--- src/rtl/jedro_1_mem_arbiter_pkg.sv ---
// Shared types for the jedro_1 fetch/load-store memory arbiter.
// A response tag records who owns an in-flight RAM access and whether it was a store.
package jedro_1_mem_arb_pkg;

  typedef enum logic [1:0] {
    OWN_NONE,
    OWN_IF,
    OWN_DM
  } owner_e;

  typedef struct packed {
    owner_e owner;
    logic   is_store;
  } resp_tag_t;

  localparam resp_tag_t   TAG_IDLE     = '{owner: OWN_NONE, is_store: 1'b0};
  localparam int unsigned STARVE_CNT_W = 4;

endpackage

--- src/rtl/jedro_1_mem_arbiter_if.sv ---
// Bundle of fetch, load/store and RAM-side signals around the memory arbiter.
// The slave modport is the arbiter's view; master is the surrounding core/RAM view.
interface jedro_1_mem_arbiter_if #(
  parameter int unsigned DATA_WIDTH     = 32,
  parameter int unsigned ADDR_WIDTH     = 32,
  parameter int unsigned RAM_ADDR_WIDTH = 10
);
  logic                      if_req_i;
  logic [ADDR_WIDTH-1:0]     if_addr_i;
  logic                      if_gnt_o;
  logic                      if_rvalid_o;
  logic [DATA_WIDTH-1:0]     if_rdata_o;

  logic                      dm_req_i;
  logic                      dm_we_i;
  logic [DATA_WIDTH/8-1:0]   dm_be_i;
  logic [ADDR_WIDTH-1:0]     dm_addr_i;
  logic [DATA_WIDTH-1:0]     dm_wdata_i;
  logic                      dm_gnt_o;
  logic                      dm_rvalid_o;
  logic [DATA_WIDTH-1:0]     dm_rdata_o;

  logic                      ram_en_o;
  logic [DATA_WIDTH/8-1:0]   ram_we_o;
  logic [RAM_ADDR_WIDTH-1:0] ram_addr_o;
  logic [DATA_WIDTH-1:0]     ram_wdata_o;
  logic [DATA_WIDTH-1:0]     ram_rdata_i;

  modport slave (
    input  if_req_i, if_addr_i,
    output if_gnt_o, if_rvalid_o, if_rdata_o,
    input  dm_req_i, dm_we_i, dm_be_i, dm_addr_i, dm_wdata_i,
    output dm_gnt_o, dm_rvalid_o, dm_rdata_o,
    output ram_en_o, ram_we_o, ram_addr_o, ram_wdata_o,
    input  ram_rdata_i
  );

  modport master (
    output if_req_i, if_addr_i,
    input  if_gnt_o, if_rvalid_o, if_rdata_o,
    output dm_req_i, dm_we_i, dm_be_i, dm_addr_i, dm_wdata_i,
    input  dm_gnt_o, dm_rvalid_o, dm_rdata_o,
    input  ram_en_o, ram_we_o, ram_addr_o, ram_wdata_o,
    output ram_rdata_i
  );

endinterface

--- src/rtl/jedro_1_mem_arbiter_resp_pipe.sv ---
// Delay line carrying the owner tag of each granted access until its RAM data is valid.
// Synchronous reset drops every tag in flight.
module jedro_1_arb_resp_pipe
  import jedro_1_mem_arb_pkg::*;
#(
  parameter int unsigned DEPTH = 1
) (
  input  logic      clk_i,
  input  logic      rst_i,
  input  resp_tag_t tag_i,
  output resp_tag_t tag_o
);

  resp_tag_t stage_q [DEPTH];
  resp_tag_t stage_d [DEPTH];

  always_comb begin
    stage_d[0] = tag_i;
    for (int unsigned i = 1; i < DEPTH; i++) begin
      stage_d[i] = stage_q[i-1];
    end
  end

  always_ff @(posedge clk_i) begin
    if (rst_i) begin
      for (int unsigned i = 0; i < DEPTH; i++) begin
        stage_q[i] <= TAG_IDLE;
      end
    end else begin
      stage_q <= stage_d;
    end
  end

  assign tag_o = stage_q[DEPTH-1];

endmodule

--- src/rtl/jedro_1_mem_arbiter.sv ---
// Single-port RAM arbiter between jedro_1 instruction fetch and load/store.
// Data has priority; a bounded counter forces a fetch grant after STARVE_LIMIT data grants.
module jedro_1_mem_arbiter
  import jedro_1_mem_arb_pkg::*;
#(
  parameter int unsigned DATA_WIDTH     = 32,
  parameter int unsigned ADDR_WIDTH     = 32,
  parameter int unsigned RAM_ADDR_WIDTH = 10,
  parameter int unsigned RAM_LATENCY    = 1,
  parameter int unsigned STARVE_LIMIT   = 4
) (
  input logic clk_i,
  input logic rst_i,
  jedro_1_mem_arbiter_if.slave bus
);

  localparam int unsigned             BE_W  = DATA_WIDTH / 8;
  localparam logic [STARVE_CNT_W-1:0] LIMIT = STARVE_CNT_W'(STARVE_LIMIT);

  logic [STARVE_CNT_W-1:0] starve_cnt_q, starve_cnt_d;
  logic                    if_gnt, dm_gnt;
  logic [ADDR_WIDTH-1:0]   req_addr;
  logic [BE_W-1:0]         store_be;
  logic                    unused_addr_bits;
  resp_tag_t               tag_in, tag_out;

  // Grants are forced low in reset so every output reads 0 while rst_i is high.
  always_comb begin
    if_gnt = 1'b0;
    dm_gnt = 1'b0;
    if (!rst_i) begin
      if_gnt = bus.if_req_i & (~bus.dm_req_i | (starve_cnt_q == LIMIT));
      dm_gnt = bus.dm_req_i & ~if_gnt;
    end

    starve_cnt_d = starve_cnt_q;
    if (!bus.if_req_i || if_gnt) begin
      starve_cnt_d = '0;
    end else if (dm_gnt && starve_cnt_q != LIMIT) begin
      starve_cnt_d = starve_cnt_q + 1'b1;
    end

    tag_in = TAG_IDLE;
    if (if_gnt) begin
      tag_in.owner = OWN_IF;
    end else if (dm_gnt) begin
      tag_in.owner    = OWN_DM;
      tag_in.is_store = bus.dm_we_i;
    end

    req_addr         = if_gnt ? bus.if_addr_i : bus.dm_addr_i;
    unused_addr_bits = ^{req_addr[1:0], req_addr[ADDR_WIDTH-1:RAM_ADDR_WIDTH+2]};
    store_be         = (dm_gnt && bus.dm_we_i) ? bus.dm_be_i : '0;

    bus.if_gnt_o    = if_gnt;
    bus.dm_gnt_o    = dm_gnt;
    bus.ram_en_o    = if_gnt | dm_gnt;
    bus.ram_we_o    = store_be;
    bus.ram_addr_o  = (if_gnt | dm_gnt) ? req_addr[RAM_ADDR_WIDTH+1:2] : '0;
    bus.ram_wdata_o = (dm_gnt && bus.dm_we_i) ? bus.dm_wdata_i : '0;
  end

  always_ff @(posedge clk_i) begin
    if (rst_i) begin
      starve_cnt_q <= '0;
    end else begin
      starve_cnt_q <= starve_cnt_d;
    end
  end

  jedro_1_arb_resp_pipe #(
    .DEPTH(RAM_LATENCY)
  ) u_resp_pipe (
    .clk_i(clk_i),
    .rst_i(rst_i),
    .tag_i(tag_in),
    .tag_o(tag_out)
  );

  always_comb begin
    bus.if_rvalid_o = 1'b0;
    bus.if_rdata_o  = '0;
    bus.dm_rvalid_o = 1'b0;
    bus.dm_rdata_o  = '0;
    if (!rst_i) begin
      case (tag_out.owner)
        OWN_IF: begin
          bus.if_rvalid_o = 1'b1;
          bus.if_rdata_o  = bus.ram_rdata_i;
        end
        OWN_DM: begin
          bus.dm_rvalid_o = 1'b1;
          if (!tag_out.is_store) bus.dm_rdata_o = bus.ram_rdata_i;
        end
        default: ;
      endcase
    end
  end

endmodule

--- src/flat_wrapper.sv ---
// flat-port wrapper written by rule: the top's interface ports become plain ports
module jedro_1_mem_arbiter_flat import jedro_1_mem_arb_pkg::*;
#(
  parameter int unsigned DATA_WIDTH     = 32,
  parameter int unsigned ADDR_WIDTH     = 32,
  parameter int unsigned RAM_ADDR_WIDTH = 10,
  parameter int unsigned RAM_LATENCY    = 1,
  parameter int unsigned STARVE_LIMIT   = 4
)
  (clk_i, rst_i, bus_if_req_i, bus_if_addr_i, bus_if_gnt_o, bus_if_rvalid_o, bus_if_rdata_o, bus_dm_req_i, bus_dm_we_i, bus_dm_be_i, bus_dm_addr_i, bus_dm_wdata_i, bus_dm_gnt_o, bus_dm_rvalid_o, bus_dm_rdata_o, bus_ram_en_o, bus_ram_we_o, bus_ram_addr_o, bus_ram_wdata_o, bus_ram_rdata_i);
  jedro_1_mem_arbiter_if #(.DATA_WIDTH(DATA_WIDTH), .ADDR_WIDTH(ADDR_WIDTH), .RAM_ADDR_WIDTH(RAM_ADDR_WIDTH)) bus_i ();
  input logic clk_i;
  input logic rst_i;
  input wire logic [$bits(bus_i.if_req_i)-1:0] bus_if_req_i;
  input wire logic [$bits(bus_i.if_addr_i)-1:0] bus_if_addr_i;
  output wire logic [$bits(bus_i.if_gnt_o)-1:0] bus_if_gnt_o;
  output wire logic [$bits(bus_i.if_rvalid_o)-1:0] bus_if_rvalid_o;
  output wire logic [$bits(bus_i.if_rdata_o)-1:0] bus_if_rdata_o;
  input wire logic [$bits(bus_i.dm_req_i)-1:0] bus_dm_req_i;
  input wire logic [$bits(bus_i.dm_we_i)-1:0] bus_dm_we_i;
  input wire logic [$bits(bus_i.dm_be_i)-1:0] bus_dm_be_i;
  input wire logic [$bits(bus_i.dm_addr_i)-1:0] bus_dm_addr_i;
  input wire logic [$bits(bus_i.dm_wdata_i)-1:0] bus_dm_wdata_i;
  output wire logic [$bits(bus_i.dm_gnt_o)-1:0] bus_dm_gnt_o;
  output wire logic [$bits(bus_i.dm_rvalid_o)-1:0] bus_dm_rvalid_o;
  output wire logic [$bits(bus_i.dm_rdata_o)-1:0] bus_dm_rdata_o;
  output wire logic [$bits(bus_i.ram_en_o)-1:0] bus_ram_en_o;
  output wire logic [$bits(bus_i.ram_we_o)-1:0] bus_ram_we_o;
  output wire logic [$bits(bus_i.ram_addr_o)-1:0] bus_ram_addr_o;
  output wire logic [$bits(bus_i.ram_wdata_o)-1:0] bus_ram_wdata_o;
  input wire logic [$bits(bus_i.ram_rdata_i)-1:0] bus_ram_rdata_i;
  assign bus_i.if_req_i = bus_if_req_i;
  assign bus_i.if_addr_i = bus_if_addr_i;
  assign bus_if_gnt_o = bus_i.if_gnt_o;
  assign bus_if_rvalid_o = bus_i.if_rvalid_o;
  assign bus_if_rdata_o = bus_i.if_rdata_o;
  assign bus_i.dm_req_i = bus_dm_req_i;
  assign bus_i.dm_we_i = bus_dm_we_i;
  assign bus_i.dm_be_i = bus_dm_be_i;
  assign bus_i.dm_addr_i = bus_dm_addr_i;
  assign bus_i.dm_wdata_i = bus_dm_wdata_i;
  assign bus_dm_gnt_o = bus_i.dm_gnt_o;
  assign bus_dm_rvalid_o = bus_i.dm_rvalid_o;
  assign bus_dm_rdata_o = bus_i.dm_rdata_o;
  assign bus_ram_en_o = bus_i.ram_en_o;
  assign bus_ram_we_o = bus_i.ram_we_o;
  assign bus_ram_addr_o = bus_i.ram_addr_o;
  assign bus_ram_wdata_o = bus_i.ram_wdata_o;
  assign bus_i.ram_rdata_i = bus_ram_rdata_i;
  jedro_1_mem_arbiter #(.DATA_WIDTH(DATA_WIDTH), .ADDR_WIDTH(ADDR_WIDTH), .RAM_ADDR_WIDTH(RAM_ADDR_WIDTH), .RAM_LATENCY(RAM_LATENCY), .STARVE_LIMIT(STARVE_LIMIT)) u_core (.clk_i(clk_i), .rst_i(rst_i), .bus(bus_i));
endmodule
--- config.mk ---
export PLATFORM = sky130hd
export DESIGN_NAME = jedro_1_mem_arbiter_flat
export DESIGN_NICKNAME = d
export VERILOG_FILES = /design/src/rtl/jedro_1_mem_arbiter_pkg.sv /design/src/rtl/jedro_1_mem_arbiter_if.sv /design/src/rtl/jedro_1_mem_arbiter_resp_pipe.sv /design/src/rtl/jedro_1_mem_arbiter.sv /design/src/flat_wrapper.sv
export SDC_FILE = /design/constraint.sdc
export NUM_CORES = 1
export LEC_CHECK = 0
export CORE_AREA = 3 3 97 99
export CTS_CLUSTER_SIZE = 30
export DETAILED_ROUTE_END_ITERATION = 7
export DIE_AREA = 0 0 100 102
export PLACE_DENSITY_LB_ADDON = 0.1
export SLEW_MARGIN = 20
export SYNTH_ARGS = -nofsm -noshare
export SYNTH_HDL_FRONTEND = slang
export SYNTH_SLANG_ARGS = --single-unit
--- constraint.sdc ---
create_clock -name clk_i -period 1.5 [get_ports clk_i]
set_input_delay 0.15 -clock clk_i [delete_from_list [all_inputs] [get_ports clk_i]]
set_output_delay 0.15 -clock clk_i [all_outputs]
set_load 0.05 [all_outputs]
## After elaboration in Yosys (flattened, before gate mapping)

Index checks and enable logic that the tools add are counted.

- Add/subtract/negate cells: 1
- Eq/ne operators: 4
- Mux-type cells: 17
- Bitwise logic cells: 7
- Reductions and logical operators: 7

Operators by type and width:

| cell | number |
|---|---|
| 32-bit 2-to-1 mux | 6 |
| 12-bit 2-to-1 mux | 1 |
| 10-bit 2-to-1 mux | 1 |
| 1-bit 2-to-1 mux | 7 |
| 4-bit by 1-bit adder with 4-bit output (second input constant) | 1 |
| 4-bit by 3-bit == test with 1-bit output (second input constant) | 1 |
| 4-bit 2-to-1 mux | 1 |
| 4-bit by 3-bit != test with 1-bit output (second input constant) | 1 |
| 2-bit OR reduction | 2 |
| 3-bit 2-to-1 mux | 1 |
| 1-bit NOT | 3 |
| 3-bit OR reduction | 1 |
| 1-bit AND | 2 |
| 2-bit by 1-bit == test with 1-bit output (second input constant) | 1 |
| 2-bit == test (second input constant) | 1 |
| 1-bit logical AND | 2 |
| 1-bit OR | 2 |
| 1-bit logical NOT | 1 |
| 1-bit logical OR | 1 |

- Register bits after elaboration: 7
- Bits of input ports: 137
- Output and inout port bits: 115

## Depth between registers and ports, before layout

- Word-level depth: 8
- Gate-level depth with buffers: 6
- Depth with buffers taken out: 5

## By module

A second synthesis with hierarchy kept.

- Cell total of the unflattened synthesis: 159
- Area total of the unflattened synthesis: 1169.9 um^2

By module, submodules not included:

| module | times used | cells each | area each (um^2) | sequential area each (um^2) |
|---|---|---|---|---|
| jedro_1_mem_arbiter | 1 | 153 | 1091.0 | 80.1 |
| jedro_1_arb_resp_pipe | 1 | 6 | 78.8 | 60.1 |

## Worst setup path after synthesis

OpenSTA, ideal clock, no wires.

- Path type: register to output
- Start point: register u_core.u_resp_pipe.stage_q, in the netlist u_core.u_resp_pipe.tag_o[2]
- End point: output port bus_dm_rdata_o[10]
- Data arrival time: 2459 ps
- Path slack: -1109 ps
- Cell stages (with the launch flop): 5
- Path through: dfxtp_1 -> nor3b_1 -> and2b_1 -> clkbuf_1 -> and2_1

- Cells in the longest elaborated chain, start to end: 3

Ends and longest elaborated chain:

| element | RTL line | text |
|---|---|---|
| start, declared | jedro_1_mem_arbiter_resp_pipe.sv:14 | `resp_tag_t stage_q [DEPTH];` |
| start signal, assigned | jedro_1_mem_arbiter_resp_pipe.sv:30 | `stage_q <= stage_d;` |
| 2-bit == test | jedro_1_mem_arbiter.sv:86 | `case (tag_out.owner)` |
| 32-bit 2-to-1 mux | jedro_1_mem_arbiter.sv:86 |  |
| 32-bit 2-to-1 mux | jedro_1_mem_arbiter.sv:85 | `if (!rst_i) begin` |
| end, declared | flat_wrapper.sv:26 | `output wire logic [$bits(bus_i.dm_rdata_o)-1:0] bus_dm_rdata_o;` |

No other way between the ends.

## Worst setup path in the final report

- Start point: register u_core.starve_cnt_q[1]
- End point: output port bus_ram_wdata_o[18]

- Cells in the longest elaborated chain, start to end: 8

Ends and longest elaborated chain:

| element | RTL line | text |
|---|---|---|
| start, declared | jedro_1_mem_arbiter.sv:20 | `logic [STARVE_CNT_W-1:0] starve_cnt_q, starve_cnt_d;` |
| start signal, assigned | jedro_1_mem_arbiter.sv:67 | `starve_cnt_q <= starve_cnt_d;` |
| 4-bit by 3-bit == test with 1-bit output | jedro_1_mem_arbiter.sv:32 | `if_gnt = bus.if_req_i & (~bus.dm_req_i \| (starve_cnt_q == LIMIT));` |
| 1-bit OR | jedro_1_mem_arbiter.sv:32 |  |
| 1-bit AND | jedro_1_mem_arbiter.sv:32 |  |
| 1-bit NOT | jedro_1_mem_arbiter.sv:33 | `dm_gnt = bus.dm_req_i & ~if_gnt;` |
| 1-bit AND | jedro_1_mem_arbiter.sv:33 |  |
| 1-bit 2-to-1 mux | jedro_1_mem_arbiter.sv:31 | `if (!rst_i) begin` |
| 1-bit logical AND | jedro_1_mem_arbiter.sv:60 | `bus.ram_wdata_o = (dm_gnt && bus.dm_we_i) ? bus.dm_wdata_i : '0;` |
| 32-bit 2-to-1 mux | jedro_1_mem_arbiter.sv:60 |  |
| end, declared | flat_wrapper.sv:30 | `output wire logic [$bits(bus_i.ram_wdata_o)-1:0] bus_ram_wdata_o;` |

No other way between the ends.

==> impl_metrics.env <==
export IMPL_grt_total_usage_pct=14.5
export IMPL_fill_cells=681
export IMPL_grt_pass1_wl_mm=11.4
export IMPL_port_buffers=207
export IMPL_cts_tree="done"
export IMPL_totalWireLength_mm=8.09
export IMPL_power_density_nw_per_um2=315
export IMPL_yosys_cell_types_count=23
export IMPL_grt_max_degree=38
export IMPL_cp_end_kind="output pin"
export IMPL_die_h_um=102
export IMPL_violations="negative setup slack"
export IMPL_multi_input_area_um2=1290
export IMPL_slew_headroom_pct=81.2
export IMPL_final_cell_mix="buf_12, and2_4, clkdlybuf4s50_1"
export IMPL_clk_pin_slew_ns=0.04
export IMPL_synthCells=156
export IMPL_synthArstFlopShare_pct=0
export IMPL_outcome="complete, but fails checks"
export IMPL_syn_area_um2=1150
export IMPL_h_tree_depth=1
export IMPL_antennaDiodeCount=0
export IMPL_final_hold_violation_count=0
export IMPL_p_leak_nw=2.28
export IMPL_post_route_drc_count=0
export IMPL_rsz0062_at_grt="true"
export IMPL_fin_util_pct=62.0
export IMPL_place_ws_ns=-0.286
export IMPL_start_util_pct=13.3
export IMPL_peakVddDrop_uv=287
export IMPL_antenna_found_initial=0
export IMPL_drive_gt1_share_pct=71.2
export IMPL_crit_type="flip-flop to output pin"
export IMPL_layout_min_cycle_time_ns=1.81
export IMPL_regArea_um2=145
export IMPL_cts_buffers=3
export IMPL_syn2layout_area_growth_pct=367
export IMPL_seq_area_frac_synth_pct=12.2
export IMPL_synth_main_ff_cell="dfxtp_1"
export IMPL_hold_buffers=0
export IMPL_first_pass_iters=4
export IMPL_synth_edf_count=0
export IMPL_grt_overflow=0
export IMPL_cp_max_fo=9
export IMPL_layout_commonest_cell="buf_12"
export IMPL_fmax_mhz=554
export IMPL_cts_root_buf="clkbuf_8"
export IMPL_synthesis_nets=295
export IMPL_synth_avg_cell_area_um2=7.35
export IMPL_worstSetupStartpointType="flip-flop"
export IMPL_hp_class="input pin to flip-flop"
export IMPL_core_um2=8640
export IMPL_yosysWarnings=0
export IMPL_dieArea_um2=10200
export IMPL_ios=252
export IMPL_cap_violations=0
export IMPL_vias=2015
export IMPL_gp_congestion=0.835
export IMPL_die_x_um=100
export IMPL_crit_required_ns=1.35
export IMPL_final_nets=533
export IMPL_dp_hpwl_mm=6.27
export IMPL_numClockSinks=7
export IMPL_final_period_utilization_pct=120
export IMPL_drtIter0Drc=19
export IMPL_tightest_slew_ns=0.282
export IMPL_worst_skew_pair_late_latency_ns=0.23
export IMPL_clk_path_buf_depth=2
export IMPL_routed_via_density=4.02
export IMPL_skew_ns=0.000757
export IMPL_finalMaxSlewViolations=0
export IMPL_crit_arrival_ns=1.66
export IMPL_num_rows=34
export IMPL_drtAntennaViolNets=0
export IMPL_grt_pass1_vias=2081
export IMPL_setup_slack_ns=-0.306
export IMPL_ys_ff_latch=7
export IMPL_finalSetupViolCount=112
export IMPL_wl_per_cell_um=16.1
==> cell usage after synthesis, drive strengths merged (2+ instances only) <==
cell type	instances	area share, %
nor2	6	2.0
nor3b	2	1.3
a21oi	2	0.87
and2	100	56
dfxtp	7	12
nand2b	2	1.7
ha	2	2.2
inv	4	1.3
a22o	10	7.6
buf	5	3.8
a31oi	2	1.1
clkbuf	6	2.0
==> through the flow <==
| stage | cells | total power [mW] | area, µm² | hold WS (ns) | TNS (ns) |
|---|---|---|---|---|---|
| after floorplan | 156 | 0.669 | 1450 | 0.234 | -4.69 |
| after global placement | 477 | 1.34 | 4880 | 0.501 | -25.20 |
| after detailed placement | 477 | 1.35 | 4880 | 0.503 | -26.21 |
| after CTS | 499 | 1.70 | 5350 | 0.491 | -20.08 |
| after global routing | 501 | 1.76 | 5350 | 0.337 | -26.22 |
| final | 501 | 1.69 | 5350 | 0.327 | -17.96 |
==> critical path: stages, from the launching register on <==
cell,delay [ns]
dfxtp_2,0.32
inv_2,0.04
ha_4,0.17
a311oi_4,0.27
buf_4,0.19
clkbuf_16,0.15
and2_4,0.15
buf_12,0.13
==> sequential cells by signal, summed over array words and instances (netlist names) <==
register and flops:
u_core.u_resp_pipe.tag_o 3, u_core.starve_cnt_q 4
==> layer usage <==
| layer | track usage, % | wire (µm) | part of all wire (%) |
|---|---|---|---|
| met5 | 0 | 0 | 0 |
| met4 | 1.45 | 17 | 0.21 |
| met3 | 5.39 | 844 | 10 |
| met2 | 27.9 | 4340 | 54 |
| met1 | 15.5 | 2890 | 36 |
==> power breakdown <==
group          switching, mW  total, mW  internal [mW]
logic                  0.526       1.23          0.702
clock network         0.0797      0.263          0.184
registers            0.00367      0.197          0.193
==> logic make-up (layout without fill, tap and decap cells) <==
family                   Yosys count  count (layout)  synth area share [%]
AND/OR/NAND/NOR                  115             115                  65.1
AO/OA/AOI/OAI                     15              15                  11.9
buffers and inverters             15             252                  7.10
flip-flops                         7               7                  12.2
adder cells (fa/ha/maj)            2               2                  2.18
XOR/XNOR                           2               2                  1.53
==> area by class of cell <==
type                            count  share of cell area [%]
Clock buffer                        4                   0.842
Inverter                            4                   0.281
Multi-Input combinational cell    134                    24.2
Sequential cell                     7                    2.71
Tap cell                          108                    2.53
Timing Repair Buffer              244                    69.4
==> worst paths after layout <==
kind	from	to	slack (ns)	depth (start not counted)
worst max-delay path	u_core.starve_cnt_q[1]$_SDFFE_PP0P_	bus_ram_wdata_o[18]	-0.31	7
worst min-delay path	bus_dm_req_i	u_core.u_resp_pipe.tag_o[1]$_SDFF_PP0_	0.33	3
worst max register to register	u_core.starve_cnt_q[1]$_SDFFE_PP0P_	u_core.starve_cnt_q[3]$_SDFFE_PP0P_	0.28	6
worst min register to register	u_core.starve_cnt_q[0]$_SDFFE_PP0P_	u_core.starve_cnt_q[0]$_SDFFE_PP0P_	0.51	2
==> timing repair <==
item / CTS / global route
gates cloned: 7 / 3
setup buffers: 11 / 5
endpoints found under the setup margin: 113 / 114
gates resized for setup: 57 / 13
pin swaps: 30 / 2
No activity file was read; power rests on OpenSTA's default activity.
